==> src/rtl/prng_seq.sv <==
// Multi-channel Fibonacci LFSR random source with seed snapshot, replay and
// entropy-mixed reseed followed by a warm-up burst.
module prng_seq #(
    parameter int             W         = 16,
    parameter int             CH        = 2,
    parameter int             LA        = 4,
    parameter logic [W-1:0]   TAPS      = W'(16'hB400),
    parameter logic [W-1:0]   SEED_BASE = W'(16'h0001),
    parameter int             WARMUP    = 16,
    parameter int             POS_W     = 8
) (
    input  logic               clk,
    input  logic               reset,
    input  logic               step,
    input  logic               rerun,
    input  logic               randomize,
    output logic [CH-1:0]      random,
    output logic [CH*LA-1:0]   randLA,
    output logic [POS_W-1:0]   pos,
    output logic               busy
);

    typedef enum logic {ST_IDLE, ST_WARMUP} state_t;

    state_t             state_q, state_d;
    logic [W-1:0]       s_q [CH];
    logic [W-1:0]       s_d [CH];
    logic [W-1:0]       z_q [CH];
    logic [W-1:0]       z_d [CH];
    logic [W-1:0]       e_q;
    logic [W-1:0]       mix;
    logic [POS_W-1:0]   pos_q, pos_d;
    logic [7:0]         wcnt_q, wcnt_d;
    logic               busy_q, busy_d;

    function automatic logic [W-1:0] lfsr_next(input logic [W-1:0] s);
        return {s[W-2:0], ^(s & TAPS)};
    endfunction

    function automatic logic [W-1:0] rotl(input logic [W-1:0] v, input int r);
        logic [W-1:0] o;
        o = '0;
        for (int i = 0; i < W; i++) begin
            o[(i + r) % W] = v[i];
        end
        return o;
    endfunction

    function automatic logic [W-1:0] seed_of(input int c);
        return SEED_BASE + W'(c);
    endfunction

    always_comb begin
        state_d = state_q;
        pos_d   = pos_q;
        wcnt_d  = wcnt_q;
        mix     = '0;
        for (int c = 0; c < CH; c++) begin
            s_d[c] = s_q[c];
            z_d[c] = z_q[c];
        end
        if (state_q == ST_IDLE) begin
            if (randomize) begin
                // A zero mix would lock the LFSR, so fall back to the reset fill.
                for (int c = 0; c < CH; c++) begin
                    mix = s_q[c] ^ rotl(e_q, c);
                    if (mix == '0) begin
                        mix = seed_of(c);
                    end
                    s_d[c] = mix;
                    z_d[c] = mix;
                end
                pos_d = '0;
                if (WARMUP > 0) begin
                    state_d = ST_WARMUP;
                    wcnt_d  = 8'(WARMUP);
                end
            end else if (rerun) begin
                for (int c = 0; c < CH; c++) begin
                    s_d[c] = z_q[c];
                end
                pos_d = '0;
            end else if (step) begin
                for (int c = 0; c < CH; c++) begin
                    s_d[c] = lfsr_next(s_q[c]);
                end
                pos_d = POS_W'(pos_q + 1'b1);
            end
        end else begin
            // Seed advances with the state so a later rerun replays post-warm-up.
            for (int c = 0; c < CH; c++) begin
                s_d[c] = lfsr_next(s_q[c]);
                z_d[c] = lfsr_next(z_q[c]);
            end
            wcnt_d = 8'(wcnt_q - 8'd1);
            if (wcnt_q == 8'd1) begin
                state_d = ST_IDLE;
            end
        end
        busy_d = (state_d == ST_WARMUP);
    end

    always_ff @(posedge clk or negedge reset) begin
        if (!reset) begin
            state_q <= ST_IDLE;
            e_q     <= '0;
            pos_q   <= '0;
            wcnt_q  <= '0;
            busy_q  <= 1'b0;
            for (int c = 0; c < CH; c++) begin
                s_q[c] <= seed_of(c);
                z_q[c] <= seed_of(c);
            end
        end else begin
            state_q <= state_d;
            e_q     <= W'(e_q + 1'b1);
            pos_q   <= pos_d;
            wcnt_q  <= wcnt_d;
            busy_q  <= busy_d;
            for (int c = 0; c < CH; c++) begin
                s_q[c] <= s_d[c];
                z_q[c] <= z_d[c];
            end
        end
    end

    for (genvar c = 0; c < CH; c++) begin : g_out
        assign random[c] = s_q[c][W-1];
        for (genvar k = 0; k < LA; k++) begin : g_la
            assign randLA[c*LA+k] = s_q[c][W-1-k];
        end
    end

    assign pos  = pos_q;
    assign busy = busy_q;

endmodule
==> config.mk <==
export PLATFORM = sky130hd
export DESIGN_NAME = prng_seq
export DESIGN_NICKNAME = d
export VERILOG_FILES = /design/src/rtl/prng_seq.sv
export SDC_FILE = /design/constraint.sdc
export NUM_CORES = 1
export LEC_CHECK = 0
export BUFFER_PORTS_ARGS = -buffer_cell sky130_fd_sc_hd__buf_2
export CORE_AREA = 2 2 101 103
export CTS_BUF_LIST = sky130_fd_sc_hd__clkbuf_2 sky130_fd_sc_hd__clkbuf_4 sky130_fd_sc_hd__clkbuf_8
export DETAILED_ROUTE_END_ITERATION = 8
export DIE_AREA = 0 0 103 105
export PLACE_DENSITY_LB_ADDON = 0.12
export SLEW_MARGIN = 20
export SYNTH_ARGS = -nofsm -noshare
export SYNTH_HDL_FRONTEND = slang
export SYNTH_SLANG_ARGS = --single-unit
==> constraint.sdc <==
create_clock -name clk -period 4.7 [get_ports clk]
set_clock_uncertainty 0.1 [all_clocks]
set_input_delay 0.235 -clock clk [delete_from_list [all_inputs] [get_ports clk]]
set_output_delay 0.235 -clock clk [all_outputs]
set_load 0.02 [all_outputs]
Word-level counts from Yosys, hierarchy flattened --
Cells that the tools add are included.
Storage, ports and cells: register bits after elaboration 97, output and inout port bits 19, bits of input ports 5, word-level logic and storage cells 41
Cells by class: bitwise operators 3, add/subtract/negate cells 3, multiplexer cells 16, reductions and logical operators 10, eq/ne operators 1
Operators with widths (number):
- 32-bit 2-to-1 mux | 6
- 16-bit parity | 4
- 8-bit 2-to-1 mux | 5
- 16-bit zero test | 2
- 16-bit 2-to-1 mux | 2
- 16-bit XOR | 2
- 16-bit by 1-bit adder with 16-bit output (second input constant) | 1
- 8-bit by 1-bit adder with 8-bit output (second input constant) | 1
- 8-bit by 1-bit equality test with 1-bit output (second input constant) | 1
- 8-bit by 1-bit subtractor with 8-bit output (second input constant) | 1
- 4-bit nonzero test | 1
- 1-bit 2-to-1 mux | 3
- 3-bit nonzero test | 1
- 2-bit AND reduction | 1
- 2-bit nonzero test | 1
- 1-bit NOT | 1

Depth between registers and ports, before layout --
word-level depth 5, mapped depth 7

Least setup slack after synthesis --
OpenSTA, ideal clock, no wires.
path type register to register, start reg, netlist name busy, end reg z_q[16] (netlist bit), path buffers 3, required time 4.502 ns, clock period less this slack 1.722 ns, slack 2.978 ns, cell stages (with the launch flop) 6, data arrival time 1.524 ns, path through dfrtp_1 -> buf_2 -> buf_1 -> clkbuf_1 -> nor3_1 -> a221oi_1
RTL lines:
- end signal, assigned by index | RTL line 112 | z_q[c] <= seed_of(c);
- end signal, assigned by index | RTL line 122 | z_q[c] <= z_d[c];
- end, declared | RTL line 28 | logic [W-1:0] z_q [CH];

==> results.cfg <==
[setup_path]
critPathArrivalTime_ps = 2670
critPathRequiredTime_ps = 4870
cp_slowest_stage_delay_ps = 660
startpoint_type = register
crit_path_cell_trace = inv_1 -> buf_4 -> nand2_1 -> o22a_1 -> o221ai_1 -> o21ai_0
cpMaxStageDelayCell = dfrtp_2
crit_type = reg2reg
worstSetupEndpointType = register
worst-path-max-fanout = 44
worstRegToRegCells = 6

[synthesis]
syn_area_um2 = 5502
synth_edf_count = 0
ys_seq_area_share_pct = 44.21
synthesis.instances = 627
syn_nets = 636
synth_warnings = 0
avgSynthCellArea_um2 = 8.774
synth_seq_cells = 97
ys_async_sr_fraction_pct = 100.0
synth_compound_area_share_pct = 20.63
yosys.area_share.adder_pct = 0.9097
synthSimpleGateAreaFrac_pct = 13.99
synthFlopType = dfrtp_1
synth_cell_type_count = 37
synth_top_family_by_area = compound AO/OA/AOI/OAI gates
synth_xor_area_share_pct = 11.10
synth_mux_area_share_pct = 2.229

[detailed_routing]
totalWireLength_um = 12690
drt-vias-per-instance = 5.810
wl_per_cell_um = 16.89
drtIter0Drc = 253
drt_pass1_iterations = 5
drc = 0
vias = 4363
drtAntennaViolNets = 0

[place]
place_area_um2 = 5565
gp_congestion = 0.8999
post-place-cells = 734
port_buffers = 23
post-dp-hpwl_um = 8567

[timing]
timing.final.crit_period_ps = 2508
maxClockFrequency_ghz = 0.3987
slew_violations = 0
setup_tns_ps = 0
finalHoldViolCount = 0
min_period_over_period_pct = 53.36
setup_viol = 0
timing.slew.headroom_pct = 38.74
rsz0062_at_grt = false
max_slew.worst_pin.slew_ps = 915.5

[clock_network]
clock_latency_ps = 380
clock_path_buffers = 2
cts.hold.buffers_added = 1
numClockSinks = 97
postCtsResizedCells = 0
cts_buffers = 9
cts_root_buffer = clkbuf_8
cts-htree-levels = 3
cts_tree = built
postCtsSetupBuffers = 0
clk_pin_slew_worst_paths_ps = 90

[status]
status = finished, final reports clean

[die]
initial_utilization_pct = 57.07
die_area_um2 = 10820
pin_count = 24
die_h_um = 105
core_um2 = 9639
placementRows = 36
fp.dieW_um = 103

[layout]
diodes = 0
syn2layout_area_growth_pct = 5.254
nets = 622
finalNonFillerCells = 751
post_route_cells_drive_above_1_share_pct = 10.52
nFillCells = 885
design_area_um2 = 5791
layout.area.seq_um2 = 2434
multi_input_area_um2 = 2694

[worst_hold_path]
hold_class = in2reg
hold_depth = 4

[flow_run]
maxCapViolations = 0

[power_and_ir_drop]
p_leak_nw = 2.572
max-vdd-ir-drop_mv = 0.3461
powerDensity_nw_per_um2 = 497.8

[global_route]
grt.busiest_layer = met2
grt_max_degree = 68
grt_pass1_wl_um = 21800
track_usage_pct = 25.63
antenna_found_initial = 0
grt_use_met3_pct = 5.686
met2_usage_pct = 39.52
grt_use_met1_pct = 35.68
grt_overflow = 0
grt_pass1_vias = 4345
## metal layers
metal  vias to the layer above  wire (um)
li1                       2124          -
met1                      2098       5779
met2                       118       6033
met3                        23        614
met4                         0        258
met5                         -          0
## placed cells by master, fill, tap and decap left out, drive strengths merged, types with 10 or more instances in the layout
master / Yosys / final
buf: 33 / 30
nand2: 94 / 94
nor2: 31 / 31
xor2: 16 / 16
nor3: 10 / 10
clkbuf: 23 / 14
o211a: 10 / 10
o22a: 18 / 18
a21oi: 51 / 51
xnor2: 52 / 52
nand3: 14 / 14
dfrtp: 93 / 93
inv: 27 / 27
mux2: 10 / 10
o21ai: 81 / 81
o221ai: 10 / 10
## worst max-delay path, delay by kind of cell (launching register included)
kind	cells	cell delay, ps
flops	1	660
simple gates	1	300
compound gates	3	580
buf+inv	2	710
## synth_stat cells, types with 2 or more instances
cell / number / area [um2]
ha_1: 4 / 50.05
buf_2: 11 / 55.05
nor2_1: 31 / 116.4
nand3_1: 14 / 70.07
nand2_1: 94 / 352.8
nand2b_1: 2 / 12.51
dfrtp_1: 93 / 2327
nor3_1: 10 / 50.05
xnor2_1: 50 / 437.9
xnor2_2: 2 / 32.53
a221oi_1: 4 / 35.03
a22oi_1: 9 / 67.56
buf_4: 11 / 82.58
dfstp_2: 4 / 105.1
clkbuf_1: 23 / 86.33
a31oi_1: 2 / 12.51
o21ai_0: 81 / 405.4
nand4_1: 9 / 56.30
and3_1: 4 / 25.02
nor2b_1: 4 / 25.02
o221ai_1: 10 / 87.58
mux2_2: 10 / 112.6
or4_1: 2 / 15.01
xor2_1: 16 / 140.1
inv_1: 27 / 101.4
buf_1: 9 / 33.78
buf_6: 2 / 22.52
a21oi_1: 51 / 255.2
nor4_1: 4 / 25.02
o22a_1: 18 / 157.7
o211a_1: 10 / 100.1
## cell families (layout without fill, tap and decap cells)
group                    Yosys count  count (layout)
AO/OA/AOI/OAI                    187             187
AND/OR/NAND/NOR                  177             177
flip-flops                        97              97
buffers and inverters             83              74
XOR/XNOR                          68              68
multiplexers                      11              11
adder cells (fa/ha/maj)            4               4
## state kept, by name (all words and copies together), names as in the netlist
name and cells:
busy 1, e_q 16, pos 8, randLA 8
s_q 24, wcnt_q 8, z_q 32
## stage by stage
| stage | hold WS, ps | worst slack, ps | power (W) | util [%] |
|---|---|---|---|---|
| floorplan | -160.6 | 2978 | 0.002074 | - |
| global placement | 307.7 | 2299 | 0.002283 | 57.74 |
| detailed placement | 304.4 | 2212 | 0.002310 | 57.74 |
| CTS | 201.6 | 2220 | 0.002900 | 60.07 |
| global route | 256.7 | 1948 | 0.003113 | 60.07 |
| finish | 221.3 | 2192 | 0.002882 | 60.07 |
## report_power, final
part / internal, W / total (W) / switching [W]
Clock: 0.000301 / 0.000584 / 0.000283
Combinational: 0.000435 / 0.000887 / 0.000452
Sequential: 0.00111 / 0.00141 / 0.000301
Total: 0.00185 / 0.00288 / 0.00104
## final timing paths
check	start	slack (ps)	endpoint
worst max-delay path	busy	2190	s_q[2]
worst min-delay path	step	220	pos[1]
worst max register to register	busy	2190	s_q[2]
worst min register to register	wcnt_q[5]	400	wcnt_q[5]
max in group asynchronous	reset	3170	s_q[11]
min in group asynchronous	reset	410	z_q[4]
## layout make-up
| type | count | area share [%] |
|---|---|---|
| clock buffers | 14 | 3.112 |
| clock inverters | 2 | 0.6050 |
| inverters | 27 | 1.750 |
| multi-input cells | 447 | 46.52 |
| flip-flops and latches | 97 | 42.03 |
| well taps | 133 | 2.874 |
| repair buffers | 31 | 3.112 |
Note: power is estimated with default switching activity, not from simulation.
